File: config.mk
export PLATFORM = sky130hd
export DESIGN_NAME = spi_tx_scheduler_flat
export DESIGN_NICKNAME = d
export VERILOG_FILES = /design/src/rtl/spi_tx_scheduler_if.sv /design/src/rtl/spi_tx_scheduler.sv /design/src/flat_wrapper.sv
export SDC_FILE = /design/constraint.sdc
export NUM_CORES = 1
export LEC_CHECK = 0
export CAP_MARGIN = 20
export CORE_MARGIN = 2
export CORE_UTILIZATION = 52
export CTS_CLUSTER_DIAMETER = 150
export CTS_CLUSTER_SIZE = 24
export DETAILED_ROUTE_END_ITERATION = 7
export GPL_TIMING_DRIVEN = 0
export PLACE_DENSITY = 0.76
export SLEW_MARGIN = 20
export SYNTH_ARGS = -nofsm -noshare
export SYNTH_HDL_FRONTEND = slang
export SYNTH_SLANG_ARGS = --single-unit
File: constraint.sdc
create_clock -name clock -period 2.4 [get_ports clock]
set_input_delay 0.6 -clock clock [delete_from_list [all_inputs] [get_ports clock]]
set_output_delay 0.6 -clock clock [all_outputs]
set_load 0.02 [all_outputs]
File: src/rtl/spi_tx_scheduler_if.sv
// Handshake bundle between a word producer, the scheduler and the downstream SPI top.
// "slave" is the scheduler's view; "master" is the view of the environment around it.
interface spi_tx_scheduler_if #(
  parameter int WIDTH = 12
);
  logic             wr_valid;
  logic [WIDTH-1:0] wr_data;
  logic             wr_ready;
  logic             new_data;
  logic [WIDTH-1:0] din;
  logic             done;

  modport master (
    output wr_valid, wr_data, done,
    input  wr_ready, new_data, din
  );

  modport slave (
    input  wr_valid, wr_data, done,
    output wr_ready, new_data, din
  );
endinterface

File: src/rtl/spi_tx_scheduler.sv
// Buffers words in a small FIFO and launches them one frame at a time into an SPI top,
// waiting for done (or a timeout) and then a fixed idle gap before the next launch.
module spi_tx_scheduler #(
  parameter int DEPTH      = 8,
  parameter int WIDTH      = 12,
  parameter int TIMEOUT    = 1024,
  parameter int GAP_CYCLES = 4
) (
  input  logic                   clock,
  input  logic                   reset,
  spi_tx_scheduler_if.slave      bus,
  input  logic                   err_clear,
  output logic                   busy,
  output logic                   timeout_err,
  output logic [$clog2(DEPTH):0] level,
  output logic [15:0]            sent_count
);
  localparam int AW   = $clog2(DEPTH);
  localparam int LW   = AW + 1;
  localparam int TMAX = (TIMEOUT > GAP_CYCLES) ? TIMEOUT : GAP_CYCLES;
  localparam int TW   = $clog2(TMAX) + 1;

  typedef enum logic [1:0] {IDLE, LAUNCH, WAIT_DONE, GAP} state_t;

  state_t           state_reg, state_next;
  logic [WIDTH-1:0] mem [DEPTH];
  logic [AW-1:0]    wr_ptr_reg, wr_ptr_next;
  logic [AW-1:0]    rd_ptr_reg, rd_ptr_next;
  logic [LW-1:0]    level_reg, level_next;
  logic [TW-1:0]    timer_reg, timer_next;
  logic [WIDTH-1:0] din_reg, din_next;
  logic             new_data_reg, new_data_next;
  logic             wr_ready_reg, wr_ready_next;
  logic             busy_reg, busy_next;
  logic             err_reg, err_next;
  logic [15:0]      sent_reg, sent_next;

  logic push, pop, done_hit, timeout_hit;

  // wr_ready is the registered not-full flag, so a full FIFO refuses even when popping.
  assign push        = bus.wr_valid && wr_ready_reg;
  assign pop         = (state_reg == IDLE) && (level_reg != '0);
  assign done_hit    = (state_reg == WAIT_DONE) && bus.done;
  assign timeout_hit = (state_reg == WAIT_DONE) && !bus.done &&
                       (timer_reg == TW'(TIMEOUT - 1));

  always_ff @(posedge clock or negedge reset) begin
    if (!reset) begin
      state_reg <= IDLE;
    end else begin
      state_reg <= state_next;
    end
  end

  always_comb begin
    state_next = state_reg;
    case (state_reg)
      IDLE:      if (level_reg != '0) state_next = LAUNCH;
      LAUNCH:    state_next = WAIT_DONE;
      WAIT_DONE: if (done_hit || timeout_hit) state_next = GAP;
      GAP:       if (timer_reg == TW'(GAP_CYCLES - 1)) state_next = IDLE;
      default:   state_next = IDLE;
    endcase
  end

  always_comb begin
    wr_ptr_next = push ? wr_ptr_reg + AW'(1) : wr_ptr_reg;
    rd_ptr_next = pop  ? rd_ptr_reg + AW'(1) : rd_ptr_reg;
    level_next  = level_reg + LW'(push) - LW'(pop);

    // One timer serves both the done wait and the gap; it restarts on every state change.
    timer_next = timer_reg + TW'(1);
    if (state_next != state_reg || state_reg == IDLE) begin
      timer_next = '0;
    end

    din_next = din_reg;
    if (pop) begin
      din_next = mem[rd_ptr_reg];
    end else if (state_reg == WAIT_DONE && state_next == GAP) begin
      din_next = '0;
    end

    new_data_next = (state_next == LAUNCH);
    wr_ready_next = (level_next != LW'(DEPTH));
    busy_next     = (state_next != IDLE) || (level_next != '0);
    sent_next     = sent_reg + 16'(done_hit);

    err_next = err_reg;
    if (timeout_hit) begin
      err_next = 1'b1;
    end else if (err_clear) begin
      err_next = 1'b0;
    end
  end

  always_ff @(posedge clock or negedge reset) begin
    if (!reset) begin
      wr_ptr_reg   <= '0;
      rd_ptr_reg   <= '0;
      level_reg    <= '0;
      timer_reg    <= '0;
      din_reg      <= '0;
      new_data_reg <= 1'b0;
      wr_ready_reg <= 1'b1;
      busy_reg     <= 1'b0;
      err_reg      <= 1'b0;
      sent_reg     <= '0;
    end else begin
      wr_ptr_reg   <= wr_ptr_next;
      rd_ptr_reg   <= rd_ptr_next;
      level_reg    <= level_next;
      timer_reg    <= timer_next;
      din_reg      <= din_next;
      new_data_reg <= new_data_next;
      wr_ready_reg <= wr_ready_next;
      busy_reg     <= busy_next;
      err_reg      <= err_next;
      sent_reg     <= sent_next;
    end
  end

  // Storage carries no reset; emptiness is tracked entirely by the pointers and level.
  always_ff @(posedge clock) begin
    if (push) begin
      mem[wr_ptr_reg] <= bus.wr_data;
    end
  end

  assign bus.wr_ready = wr_ready_reg;
  assign bus.new_data = new_data_reg;
  assign bus.din      = din_reg;
  assign busy         = busy_reg;
  assign timeout_err  = err_reg;
  assign level        = level_reg;
  assign sent_count   = sent_reg;
endmodule

File: src/flat_wrapper.sv
// flat-port wrapper written by rule: the top's interface ports become plain ports
module spi_tx_scheduler_flat 
#(
  parameter int DEPTH      = 8,
  parameter int WIDTH      = 12,
  parameter int TIMEOUT    = 1024,
  parameter int GAP_CYCLES = 4
)
  (clock, reset, err_clear, busy, timeout_err, level, sent_count, bus_wr_valid, bus_wr_data, bus_done, bus_wr_ready, bus_new_data, bus_din);
  spi_tx_scheduler_if #(.WIDTH(WIDTH)) bus_i ();
  input  logic clock;
  input  logic reset;
  input  logic err_clear;
  output logic busy;
  output logic timeout_err;
  output logic [$clog2(DEPTH):0] level;
  output logic [15:0] sent_count;
  input wire logic [$bits(bus_i.wr_valid)-1:0] bus_wr_valid;
  input wire logic [$bits(bus_i.wr_data)-1:0] bus_wr_data;
  input wire logic [$bits(bus_i.done)-1:0] bus_done;
  output wire logic [$bits(bus_i.wr_ready)-1:0] bus_wr_ready;
  output wire logic [$bits(bus_i.new_data)-1:0] bus_new_data;
  output wire logic [$bits(bus_i.din)-1:0] bus_din;
  assign bus_i.wr_valid = bus_wr_valid;
  assign bus_i.wr_data = bus_wr_data;
  assign bus_i.done = bus_done;
  assign bus_wr_ready = bus_i.wr_ready;
  assign bus_new_data = bus_i.new_data;
  assign bus_din = bus_i.din;
  spi_tx_scheduler #(.DEPTH(DEPTH), .WIDTH(WIDTH), .TIMEOUT(TIMEOUT), .GAP_CYCLES(GAP_CYCLES)) u_core (.clock(clock), .reset(reset), .bus(bus_i), .err_clear(err_clear), .busy(busy), .timeout_err(timeout_err), .level(level), .sent_count(sent_count));
endmodule
== Word level (Yosys, flattened, before mapping) ==
Memory sizes are Yosys's and may differ from the RTL's.
Index checks and enable logic that the tools add are counted.

* Reductions and logical operators: 16
* Multiplexer cells: 11
* Eq/ne operators: 9
* Add/subtract/negate cells: 6

{| class="wikitable"
|+ Operators with widths
! kind !! count
|-
| 12-bit 2-to-1 mux || 2
|-
| 16-bit by 1-bit adder with 16-bit output || 1
|-
| 11-bit by 1-bit adder with 11-bit output, second input constant || 1
|-
| 11-bit by 10-bit == test with 1-bit output, second input constant || 1
|-
| 11-bit by 2-bit == test with 1-bit output, second input constant || 1
|-
| 11-bit 2-to-1 mux || 1
|-
| 2-bit one-hot mux with 4 select lines || 1
|-
| 4-bit nonzero test || 2
|-
| 3-bit by 1-bit adder with 3-bit output, second input constant || 2
|-
| 2-bit == test, second input constant || 3
|-
| 1-bit logical AND || 6
|-
| 2-bit 2-to-1 mux || 3
|-
| 2-bit nonzero test || 3
|-
| 4-bit by 1-bit adder with 4-bit output || 1
|-
| 2-bit by 1-bit == test with 1-bit output, second input constant || 2
|-
| 1-bit 2-to-1 mux || 4
|-
| 4-bit inequality test, second input constant || 1
|-
| 4-bit by 1-bit subtractor with 4-bit output || 1
|-
| 1-bit logical OR || 3
|-
| 2-bit logical NOT || 1
|-
| 2-bit inequality test || 1
|-
| 1-bit logical NOT || 1
|}

* Register bits after elaboration: 55
* Memory bits (writable): 96
* Memories kept: 1

{| class="wikitable"
|+ Memories
! memory !! words !! width !! read ports !! clocked after Yosys merged registers in !! wr ports !! RTL line !! source
|-
| u_core.mem || 8 || 12 || 1 || 0 || 1 || spi_tx_scheduler.sv:26 || <nowiki>logic [WIDTH-1:0] mem [DEPTH];</nowiki>
|}

== Depth between registers and ports, before layout ==
Gate-level depths: netlist of run 1.

* Word-level depth: 10
* Mapped depth: 12
* Gate-level depth less buffers: 11

== Worst setup path after synthesis of run 1 ==
OpenSTA, ideal clock, no wires.

* Path kind: reg-to-reg
* Start: reg u_core.level_reg[2], in the netlist u_core.level[2]
* End: reg u_core.busy_reg, in the netlist u_core.busy
* Path buffers: 1
* Data required time: 2.265 ns
* Period minus slack after synthesis: 2.734 ns
* Arrival time: 2.599 ns
* Setup slack: -0.334 ns
* Stages on the path, launching flop included: 13
* Library setup time: 0.135 ns
* Cell sequence: dfrtp_1 > inv_1 > ha_1 > or3b_4 > and2_4 > buf_6 > ha_1 > inv_1 > ha_1 > fa_1 > xor2_1 > nor3_1 > nand4bb_1

* Cells in the longest elaborated chain, start to end: 5
* Elaborated cells between the ends (all ways): 9
* Those cells by class: add/sub (2); mux (2); reduce/logical (5)

{| class="wikitable"
|+ RTL lines
! item !! RTL line !! source
|-
| start: declaration || spi_tx_scheduler.sv:29 || <nowiki>logic [LW-1:0] level_reg, level_next;</nowiki>
|-
| start signal: assignment || spi_tx_scheduler.sv:112 || <nowiki>level_reg <= level_next;</nowiki>
|-
| 4-bit nonzero test || spi_tx_scheduler.sv:42 || <nowiki>assign pop = (state_reg == IDLE) && (level_reg != '0);</nowiki>
|-
| 1-bit logical AND || spi_tx_scheduler.sv:42 ||
|-
| via u_core.pop || spi_tx_scheduler.sv:38 || <nowiki>logic push, pop, done_hit, timeout_hit;</nowiki>
|-
| 4-bit by 1-bit subtractor with 4-bit output || spi_tx_scheduler.sv:69 || <nowiki>level_next = level_reg + LW'(push) - LW'(pop);</nowiki>
|-
| via u_core.level_next[2] || spi_tx_scheduler.sv:29 ||
|-
| 4-bit nonzero test || spi_tx_scheduler.sv:86 || <nowiki>busy_next = (state_next != IDLE) || (level_next != '0);</nowiki>
|-
| 1-bit logical OR || spi_tx_scheduler.sv:86 ||
|-
| via u_core.busy_next || spi_tx_scheduler.sv:34 || <nowiki>logic busy_reg, busy_next;</nowiki>
|-
| end signal: assignment || spi_tx_scheduler.sv:117 || <nowiki>busy_reg <= busy_next;</nowiki>
|-
| end: declaration || spi_tx_scheduler.sv:34 ||
|}

The timed path passes the listed nets, and every way through them passes these cells.
A chain may end at the register's enable or synchronous reset.

== Final worst setup path of run 1 ==
* Start: reg u_core.level_reg[2], in the netlist u_core.level[2]
* End: reg u_core.busy_reg, in the netlist u_core.busy

* Cells in the longest elaborated chain, start to end: 5
* Elaborated cells between the ends (all ways): 9
* Those cells by class: add/sub (2); mux (2); reduce/logical (5)

{| class="wikitable"
|+ RTL lines
! item !! RTL line
|-
| branches (longest 2 deep; another with 4-bit by 1-bit adder with 4-bit output) || --
|-
| 4-bit by 1-bit subtractor with 4-bit output (*) || spi_tx_scheduler.sv:69
|-
| via u_core.level_next[2] || spi_tx_scheduler.sv:29
|-
| 4-bit nonzero test (*) || spi_tx_scheduler.sv:86
|-
| 1-bit logical OR (*) || spi_tx_scheduler.sv:86
|-
| via u_core.busy_next || spi_tx_scheduler.sv:34
|}

Mark *: on every way through the listed nets, which the timed path passes.

==> metrics, run 1 <==
outcome=finished, violations left; failing checks=negative setup slack; WHS=0.2396 ns; Hold Violations, Final=0; Syn Inst Count=356; CP cell instances=inv_2 -> ha_4 -> or3b_4 -> and2_4 -> ha_4 -> inv_2 -> ha_4 -> fa_2 -> xor2_2 -> nor3_2 -> nand4bb_1; CTS tree=yes; CTS buffer count=17; static leakage=2.798 nW; GRT Resource Usage Total=19.77%; Die W=112.3 um; crit path capture type=flip-flop; CP Max Fanout=2; worst setup margin=-0.1580 ns; Pint=6.120 mW; Post-route DRC=0; register area share after synthesis=69.80%; HP Class=in -> async; RSZ-0062 raised after global routing=true; ranking of synthesized cells by area=edfxtp_1 47%, dfrtp_1 22%, mux4_2 8.9%, xor2_1 2.2%, ha_1 2.1%; Tcrit/Tclk final=106.6%; gpl congestion=0.7777; CP max stage cell=dfrtp_2; Cell Rows=39; flops & latches, synth=151; DR pass1 iterations=4; Layout Cells excl Fill=591; Detail Placement HPWL=7235 um; max-cap viol count=0; Cell Pwr Density=1164 mW/mm2; startpoint types=flip-flop; Setup CP Type=reg -> reg; total power=8.759 mW; mapped cell area=0.006103 mm2; most numerous cell in the Yosys netlist=edfxtp_1; r2r startpoint=u_core.level[2]; clock latency on the worst-skew pair=0.42 ns; fmax=0.3909 GHz; Worst Path Arrival=2.84 ns; CTS Root Buffer Type=clkbuf_16; DIE AREA=0.01262 mm2; Post-DP Area=0.006868 mm2; initial antenna violation count=0; met3 wire length=669 um; Die Y=112.3 um; Synth cell types=48; total wire length=11730 um; Synth area leader=edfxtp_1; relative slew slack=45.38%; CTS clk-pin slew, worst paths=0.06 ns; Flop pwr share=40.4%; PortBufs=52; Initial Util=53.45%; number of global-route vias before repair=3484; CP peak stage delay=0.41 ns; Top Metal Used=met4; YS warnings=0; ratio of cells with drive above 1 in the final layout=25.89%; Via-to-Cell Ratio=5.712; sw frac=30.12%; Net Sw Power=2.638 mW; area delta synth->final=23.27%; FF-to-FF End=u_core.busy; vias=3376; reg2reg setup slack=-0.16 ns; H-tree levels=4; Comb power frac=30.0%; core area=0.01142 mm2; clock share of power=29.6%; wire length per cell=19.84 um; metal2 WL=6157 um; largest buffer count on any clock path=2; Setup Skew=0.01045 ns; Crit path top cell by count=ha_4; DRT antenna net count=0; final net count=463; Worst Path Required=2.68 ns; final-report setup violation count=2; ys async rst share=36.42%; syn nets=384; first-pass GRT wire length=18760 um; GR Overflow Total=0; number of enable flip-flop cells after synthesis=96; placed insts=553; Ant. Diodes=0; Top FF cell, synth=edfxtp_1; Worst VDD drop=741.4 uV; hold_buf cts=0; max FFs per register=96; Metal-1 WL=4715 um; commonest cells in the synthesized netlist=96 x edfxtp_1, 54 x dfrtp_1, 24 x mux4_2, 22 x nor2_1, 15 x xor2_1; largest net degree at the start of global routing=56; fin area=0.007523 mm2; crit path time final=2.558 ns; Worst Tran Pin Value=0.8184 ns; Synth top area share=47.23%; syn_area_per_cell=17.14 um2; DR iter-0 viols=232; CTS sink count=151; Final Slew Violations=0; I/O pins=53; R2R cell count=11
-- per-layer routing --
layer  vias to the layer above  GRT usage, %
met5                         -             0
met4                         0         6.911
met3                        13         6.048
met2                        96         33.13
met1                      1745         24.70
li1                       1522             -
-- kinds of logic (layout without fill, tap and decap cells) --
group                    Yosys count  after routing  share of synthesized area (%)
flip-flops                       151            151                          69.80
AND/OR/NAND/NOR                   95             95                          8.692
XOR/XNOR                          27             27                          3.875
multiplexers                      26             26                          9.225
buffers and inverters             24            116                          2.193
AO/OA/AOI/OAI                     22             22                          3.834
adder cells (fa/ha/maj)           11             11                          2.378
-- metrics by stage --
step           utilization, %  TNS (ns)  setup slack [ns]
6_report                65.89   -0.2267           -0.1580
5_1_grt                 65.89   -0.5299           -0.2360
4_1_cts                 65.59   -0.1523           -0.1215
3_5_place_dp            60.15    -14.03           -0.3573
3_3_place_gp            59.75   -113.91            -1.280
2_1_floorplan               -   -0.4129           -0.2527
-- power groups by stage --
stage | combinational, mW | sequential (mW) | clock, mW
2_1_floorplan | 1.41 | 3.74 | 0
3_3_place_gp | 2.36 | 3.56 | 0
3_5_place_dp | 2.45 | 3.58 | 0
4_1_cts | 2.58 | 3.54 | 2.63
5_1_grt | 2.83 | 3.59 | 2.74
6_report | 2.63 | 3.54 | 2.59
-- layout by cell type, fill, tap and decap left out, types with 3 or more instances in the layout --
master / count
clkinvlp_4: 3
nor2_1: 16
dfrtp_1: 52
inv_2: 3
a221o_2: 11
nand2b_1: 3
inv_6: 4
mux4_2: 24
nor2_2: 6
clkbuf_1: 5
ha_1: 7
nand4_1: 10
nor3_2: 3
buf_4: 10
clkbuf_16: 17
ha_4: 3
inv_1: 9
nand2_1: 14
buf_6: 3
nor2b_1: 14
xnor2_1: 12
and4_1: 3
and3_1: 3
xor2_1: 14
edfxtp_1: 96
clkdlybuf4s50_1: 51
nand3_1: 9
-- final cells by class --
| class | count | area [um2] |
|---|---|---|
| buffer | 11 | 78.83 |
| multi-input combinational | 181 | 1787 |
| tap | 143 | 178.9 |
| fill | 765 | 3895 |
| inverter | 12 | 45.04 |
| sequential | 151 | 4263 |
| clock buffer | 18 | 429.2 |
| clock inverter | 14 | 148.9 |
| timing repair buffer | 61 | 593.1 |
-- worst max-delay path: cells and delay by family (launching register included) --
kind / cells / cell delay [ns]
flip-flops: 1 / 0.41
adder cells (fa/ha/maj): 4 / 0.88
XOR/XNOR: 1 / 0.16
buffers and inverters: 2 / 0.13
AND/OR/NAND/NOR: 4 / 0.86
-- repair_timing --
action,in CTS,in global routing
setup endpoints to repair,3,14
gates resized for setup,6,3
buffers inserted,4,3
pin swaps,4,3
-- worst max path at each step --
stage / from / endpoint / slack (ns) / cells after the start
6_report: u_core.level[2] / u_core.busy / -0.16 / 11
5_1_grt: u_core.level[3] / u_core.busy / -0.24 / 11
4_1_cts: u_core.level[3] / u_core.busy / -0.12 / 10
3_5_place_dp: u_core.level[2] / u_core.busy / -0.36 / 12
3_3_place_gp: reset / u_core.level[2] / -1.28 / 1
2_1_floorplan: u_core.level[2] / u_core.busy / -0.25 / 12
Note: power is estimated with default switching activity, not from simulation.
==> run 2: changes to the inputs <==
--- a/config.mk
+++ b/config.mk
@@ -13,4 +13,5 @@
 export DETAILED_ROUTE_END_ITERATION = 7
 export GPL_TIMING_DRIVEN = 0
+export HOLD_SLACK_MARGIN = 0.12
 export PLACE_DENSITY = 0.76
 export SLEW_MARGIN = 20
==> constraint.sdc (replaced) <==
create_clock -name clock -period 2.4 [get_ports clock]
set_input_delay 0.6 -clock clock [delete_from_list [all_inputs] [get_ports clock]]
set_output_delay 0.6 -clock clock [all_outputs]
set_load 0.005 [all_outputs]
==> run 2 against run 1 <==
The flow still finishes with violations (negative setup slack); clock skew decreased by 0.00070 ns; flip-flop and latch count did not move; routed wire length fell by 1.8%; combinational power shrank 6%; utilization down 0.34 points; critical path type unchanged; largest power group unchanged.
==> metrics, run 2 (same netlist as run 1, synthesis figures left out) <==
CP startpoint=u_core.level[2] (unchanged); Worst Path Required=2.69 ns (was 2.68 ns); CTS tree=yes (unchanged); Die Y=112.3 um (unchanged); clock latency on the worst-skew pair=0.42 ns (about the same); worst setup path end=u_core.busy (unchanged); largest buffer count on any clock path=2 (unchanged); area delta synth->final=22.63% (was 23.27%); layer with the highest usage=met2 (unchanged); I/O pins=53 (unchanged); Initial Util=53.45% (unchanged); first-pass GRT wire length=18550 um (was 18760 um); final setup TNS=-0.2699 ns (was -0.2267 ns); WHS=0.2349 ns (was 0.2396 ns); fmax=0.3875 GHz (was 0.3909 GHz); Post-Place Setup Slack=-0.3656 ns (was -0.3573 ns); final-report setup violation count=2 (unchanged); outcome=finished, violations left (unchanged); Via-to-Cell Ratio=5.714 (was 5.712); PortBufs=52 (unchanged); CTS Root Buffer Type=clkbuf_16 (unchanged); Final Slew Violations=0 (unchanged); vias=3360 (was 3376); core area=0.01142 mm2 (unchanged); hold_buf cts=0 (unchanged); Worst VDD drop=731.6 uV (was 741.4 uV); GRT Resource Usage Total=19.92% (was 19.77%); total wire length=11510 um (was 11730 um); final net count=460 (was 463); CP max stage cell=dfrtp_1 (was dfrtp_2); CTS clk-pin slew, worst paths=0.07 ns (was 0.06 ns); Post-route DRC=0 (unchanged); Critical path buffers and inverters=2 (unchanged); r2r startpoint=u_core.level[2] (unchanged); static leakage=2.788 nW (was 2.798 nW); Ant. Diodes=0 (unchanged); CP cell instances=inv_2 -> ha_4 -> or3b_4 -> and2_4 -> ha_4 -> inv_4 -> ha_4 -> fa_2 -> xor2_4 -> nor3_4 -> nand4bb_1 (was inv_2 -> ha_4 -> or3b_4 -> and2_4 -> ha_4 -> inv_2 -> ha_4 -> fa_2 -> xor2_2 -> nor3_2 -> nand4bb_1); Worst Path Arrival=2.87 ns (was 2.84 ns); DR iter-0 viols=236 (was 232); M3 GR Usage=5.994% (was 6.048%); largest net degree at the start of global routing=56 (unchanged); DIE AREA=0.01262 mm2 (unchanged); CTS sink count=151 (unchanged); reg2reg setup slack=-0.18 ns (was -0.16 ns); Tcrit/Tclk final=107.5% (was 106.6%); Cell Rows=39 (unchanged); H-tree levels=4 (unchanged); most common cell after layout, fill and taps aside=edfxtp_1 (unchanged); Detail Placement HPWL=7230 um (was 7235 um); DRT antenna net count=0 (unchanged); crit path time final=2.581 ns (was 2.558 ns); wire length per cell=19.58 um (was 19.84 um); failing checks=negative setup slack (unchanged); met1 usage=26.41% (was 24.70%); total power=8.454 mW (was 8.759 mW); GR Overflow Total=0 (unchanged); met2 Track Usage GR=31.12% (was 33.13%); FILL cells=796 (was 765); CTS buffer count=17 (unchanged); placed insts=553 (unchanged); Die W=112.3 um (unchanged); Cell Pwr Density=1130 mW/mm2 (was 1164 mW/mm2); CP Max Fanout=2 (unchanged); ratio of cells with drive above 1 in the final layout=25.39% (was 25.89%); RSZ-0062 raised after global routing=true (unchanged); worst setup margin=-0.1806 ns (was -0.1580 ns); R2R cell count=11 (unchanged); HP Class=in -> async (unchanged); crit path capture type=flip-flop (unchanged); Crit path top cell by count=ha_4 (unchanged); relative slew slack=43.60% (was 45.38%); commonest non-fill, non-tap cells in the layout=96 x edfxtp_1, 54 x dfrtp_1, 51 x clkdlybuf4s50_1 (was 96 x edfxtp_1, 52 x dfrtp_1, 51 x clkdlybuf4s50_1); Levels on crit path=11 (unchanged); Setup Skew=0.009748 ns (was 0.01045 ns); Worst Tran Pin Value=0.8450 ns (was 0.8184 ns); max-cap viol count=0 (unchanged); startpoint types=flip-flop (unchanged); number of global-route vias before repair=3409 (was 3484); FF-to-FF End=u_core.busy (unchanged); DR pass1 iterations=4 (unchanged); Layout Cells excl Fill=588 (was 591); CP top delay family=adder cells (unchanged); Setup CP Type=reg -> reg (unchanged); initial antenna violation count=0 (unchanged); max FFs per register=96 (unchanged); CP peak stage delay=0.39 ns (was 0.41 ns); Hold Violations, Final=0 (unchanged); gpl congestion=0.7527 (was 0.7777)
==> run 2: changes by cell type in the layout (fill, tap and decap cells not counted), moves of 2 or more <==
cell,delta
buf_6,-2
bufinv_16,-2
clkinvlp_4,-2
dfrtp_1,+2
dfrtp_2,-2
inv_6,+2
==> run 2: power by group <==
| part | switching, mW | internal [mW] |
|---|---|---|
| Clock | 1.07 | 1.37 |
| Combinational | 1.15 | 1.31 |
| Sequential | 0.294 | 3.26 |
| Total | 2.51 | 5.94 |
==> run 2: worst min-delay path by stage <==
stage                                     start                    end  slack [ns]
after floorplan                           reset      u_core.bus.din[0]        0.30
after global placement    u_core.sent_count[15]  u_core.sent_count[15]        0.46
after detailed placement  u_core.sent_count[15]  u_core.sent_count[15]        0.46
after CTS                                 reset        u_core.level[1]        0.25
after global routing                      reset     u_core.timeout_err        0.29
final                                     reset    u_core.timer_reg[8]        0.23
==> run 2: repair_timing <==
item | CTS | global route
pin swaps | 4 | 3
gates resized for setup | 6 | 7
hold endpoints to repair | 0 | 0
endpoints found under the setup margin | 3 | 7
setup buffers | 3 | 1
==> run 2: worst reg2reg max path: stages (launching register included) <==
cell       delay (ns)
dfrtp_1          0.39
inv_2            0.08
ha_4             0.12
or3b_4           0.37
and2_4           0.18
ha_4             0.27
inv_4            0.04
ha_4             0.16
fa_2             0.38
xor2_4           0.18
nor3_4           0.19
nand4bb_1        0.11
==> run 2: routing by layer <==
| layer | wire (um) | up-vias |
|---|---|---|
| met3 | 546 | 21 |
| met5 | 0 | - |
| met4 | 222 | 0 |
| met2 | 5739 | 92 |
| met1 | 5003 | 1715 |
| li1 | - | 1532 |
==> run 2: area by class of cell <==
type,count,area [um2],area share [%]
buffer,11,78.83,1.053
timing repair buffer,58,563.0,7.523
tap,143,178.9,2.391
inverter,12,47.55,0.6352
clock buffer,18,439.2,5.868
sequential,151,4260,56.92
clock inverter,14,112.6,1.505
multi-input combinational,181,1804,24.11
==> run 2: stage by stage <==
| stage | cell area [um2] | utilization (%) |
|---|---|---|
| 2_1_floorplan | 6121 | - |
| 3_3_place_gp | 6820 | 59.73 |
| 3_5_place_dp | 6858 | 60.06 |
| 4_1_cts | 7445 | 65.20 |
| 5_1_grt | 7485 | 65.55 |
| 6_report | 7485 | 65.55 |
==> run 3: changes to the inputs <==
- TNS_END_PERCENT: not set -> 30
==> run 3 against run 2 <==
The flow still finishes with violations (negative setup slack); clock power increased by 7%; clock skew shrank 0.0015 ns; sequential share of layout area fell by 0.13 points; routed wire length is 0.13% lower; largest cell class unchanged.
==> metrics, run 3 (same netlist as run 1, synthesis figures left out) <==
total power=8.526 mW (was 8.454 mW); Cell Rows=39 (unchanged); max FFs per register=96 (unchanged); worst setup margin=-0.1405 ns (was -0.1806 ns); core area=0.01142 mm2 (unchanged); CTS sink count=151 (unchanged); clock latency on the worst-skew pair=0.42 ns (about the same); Initial Util=53.45% (unchanged); RSZ-0062 raised after global routing=true (unchanged); Tcrit/Tclk final=105.9% (was 107.5%); wire length per cell=19.55 um (was 19.58 um); sequential cell area=0.004260 mm2 (unchanged); Setup Skew=0.008281 ns (was 0.009748 ns); Detail Placement HPWL=7078 um (was 7230 um); ratio of cells with drive above 1 in the final layout=25.39% (unchanged); final-report setup violation count=2 (unchanged); Via-to-Cell Ratio=5.643 (was 5.714); commonest non-fill, non-tap cells in the layout=96 x edfxtp_1, 54 x dfrtp_1, 51 x clkdlybuf4s50_1 (unchanged); GR Overflow Total=0 (unchanged); max-cap viol count=0 (unchanged); area delta synth->final=22.92% (was 22.63%); H-tree levels=4 (unchanged); Final Util=65.70% (was 65.55%); DIE AREA=0.01262 mm2 (unchanged); fmax=0.3936 GHz (was 0.3875 GHz); FILL cells=795 (was 796); crit path time final=2.541 ns (was 2.581 ns); relative slew slack=45.40% (was 43.60%); Ant. Diodes=0 (unchanged); Die Y=112.3 um (unchanged); Worst Path Required=2.68 ns (was 2.69 ns); HP Class=in -> async (unchanged); static leakage=2.789 nW (was 2.788 nW); largest net degree at the start of global routing=56 (unchanged); Final Slew Violations=0 (unchanged); DR iter-0 viols=303 (was 236); Layout Cells excl Fill=588 (unchanged); gpl congestion=0.7594 (was 0.7527); Post-route DRC=0 (unchanged); placed insts=553 (unchanged); Worst Tran Pin Value=0.8181 ns (was 0.8450 ns); final net count=460 (unchanged); initial antenna violation count=0 (unchanged); failing checks=negative setup slack (unchanged); I/O pins=53 (unchanged); CTS clk-pin slew, worst paths=0.07 ns (about the same); hold_buf cts=0 (unchanged); first-pass GRT wire length=18410 um (was 18550 um); startpoint types=flip-flop (unchanged); outcome=finished, violations left (unchanged); crit path capture type=flip-flop (unchanged); Cell Pwr Density=1136 mW/mm2 (was 1130 mW/mm2); vias=3318 (was 3360); number of global-route vias before repair=3387 (was 3409); Setup CP Type=reg -> reg (unchanged); Multi-input gate area=0.001787 mm2 (was 0.001804 mm2); CP Max Fanout=2 (unchanged); most common cell after layout, fill and taps aside=edfxtp_1 (unchanged); Die W=112.3 um (unchanged); CTS tree=yes (unchanged); Worst Path Arrival=2.82 ns (was 2.87 ns); Worst VDD drop=836.3 uV (was 731.6 uV); Hold Violations, Final=0 (unchanged); WHS=0.2356 ns (was 0.2349 ns); total wire length=11500 um (was 11510 um); GRT Resource Usage Total=19.54% (was 19.92%); CTS Root Buffer Type=clkbuf_16 (unchanged); PortBufs=52 (unchanged); largest buffer count on any clock path=2 (unchanged); DR pass1 iterations=6 (was 4); CTS buffer count=17 (unchanged); DRT antenna net count=0 (unchanged)
==> run 3: timing repair <==
| action | in CTS | in global routing |
|---|---|---|
| setup endpoints to repair | 3 | 7 |
| pin swaps | 4 | 1 |
| setup buffers | 3 | 1 |
| gates resized for setup | 8 | 3 |
| hold endpoints to repair | 0 | 0 |
| cloned | 0 | 0 |
==> run 3: worst paths after layout <==
kind	start	end	slack (ns)	cells past startpoint
min in group clock	u_core.sent_count[15]	u_core.sent_count[15]	0.46	1
worst min register to register	u_core.sent_count[15]	u_core.sent_count[15]	0.46	1
max in group asynchronous	reset	u_core.bus.din[4]	1.70	1
worst max register to register	u_core.level[2]	u_core.busy	-0.14	11
worst min-delay path	reset	u_core.timer_reg[4]	0.24	1
worst max-delay path	u_core.level[2]	u_core.busy	-0.14	11
==> run 3: per-layer routing <==
layer / vias to the layer above / routed length [um] / GRT usage (%)
met2: 108 / 5827 / 32.45
met1: 1678 / 4832 / 25.42
li1: 1516 / - / -
met5: - / 0 / 0
met4: 0 / 158 / 6.992
met3: 16 / 678 / 4.860
==> run 3: critical path: stages, from the launching register on <==
cell	delay, ns
dfrtp_1	0.40
inv_2	0.09
ha_4	0.12
or3b_4	0.37
and2_4	0.18
ha_4	0.25
inv_2	0.03
ha_4	0.15
fa_2	0.37
xor2_2	0.16
nor3_2	0.16
nand4bb_1	0.12
==> run 3: power by group <==
group          total, mW  switching (mW)  internal, mW
clock               2.61            1.14          1.47
sequential          3.55           0.287          3.26
combinational       2.37            1.09          1.28
total               8.53            2.51          6.01
==> run 3: area by class of cell <==
class / count / area share [%]
Buffer: 11 / 1.051
Clock buffer: 17 / 5.670
Clock inverter: 15 / 2.135
Inverter: 12 / 0.6004
Multi-Input combinational cell: 181 / 23.82
Sequential cell: 151 / 56.79
Tap cell: 143 / 2.385
Timing Repair Buffer: 58 / 7.555
==> run 3: through the flow <==
step	setup TNS, ns	instance area [um2]	setup slack (ns)
CTS	-0.1257	7486	-0.1084
global placement	-113.93	6808	-1.068
detailed placement	-12.29	6849	-0.3981
global route	-0.5227	7502	-0.2661
finish	-0.1906	7502	-0.1405
floorplan	-0.3264	6108	-0.2079
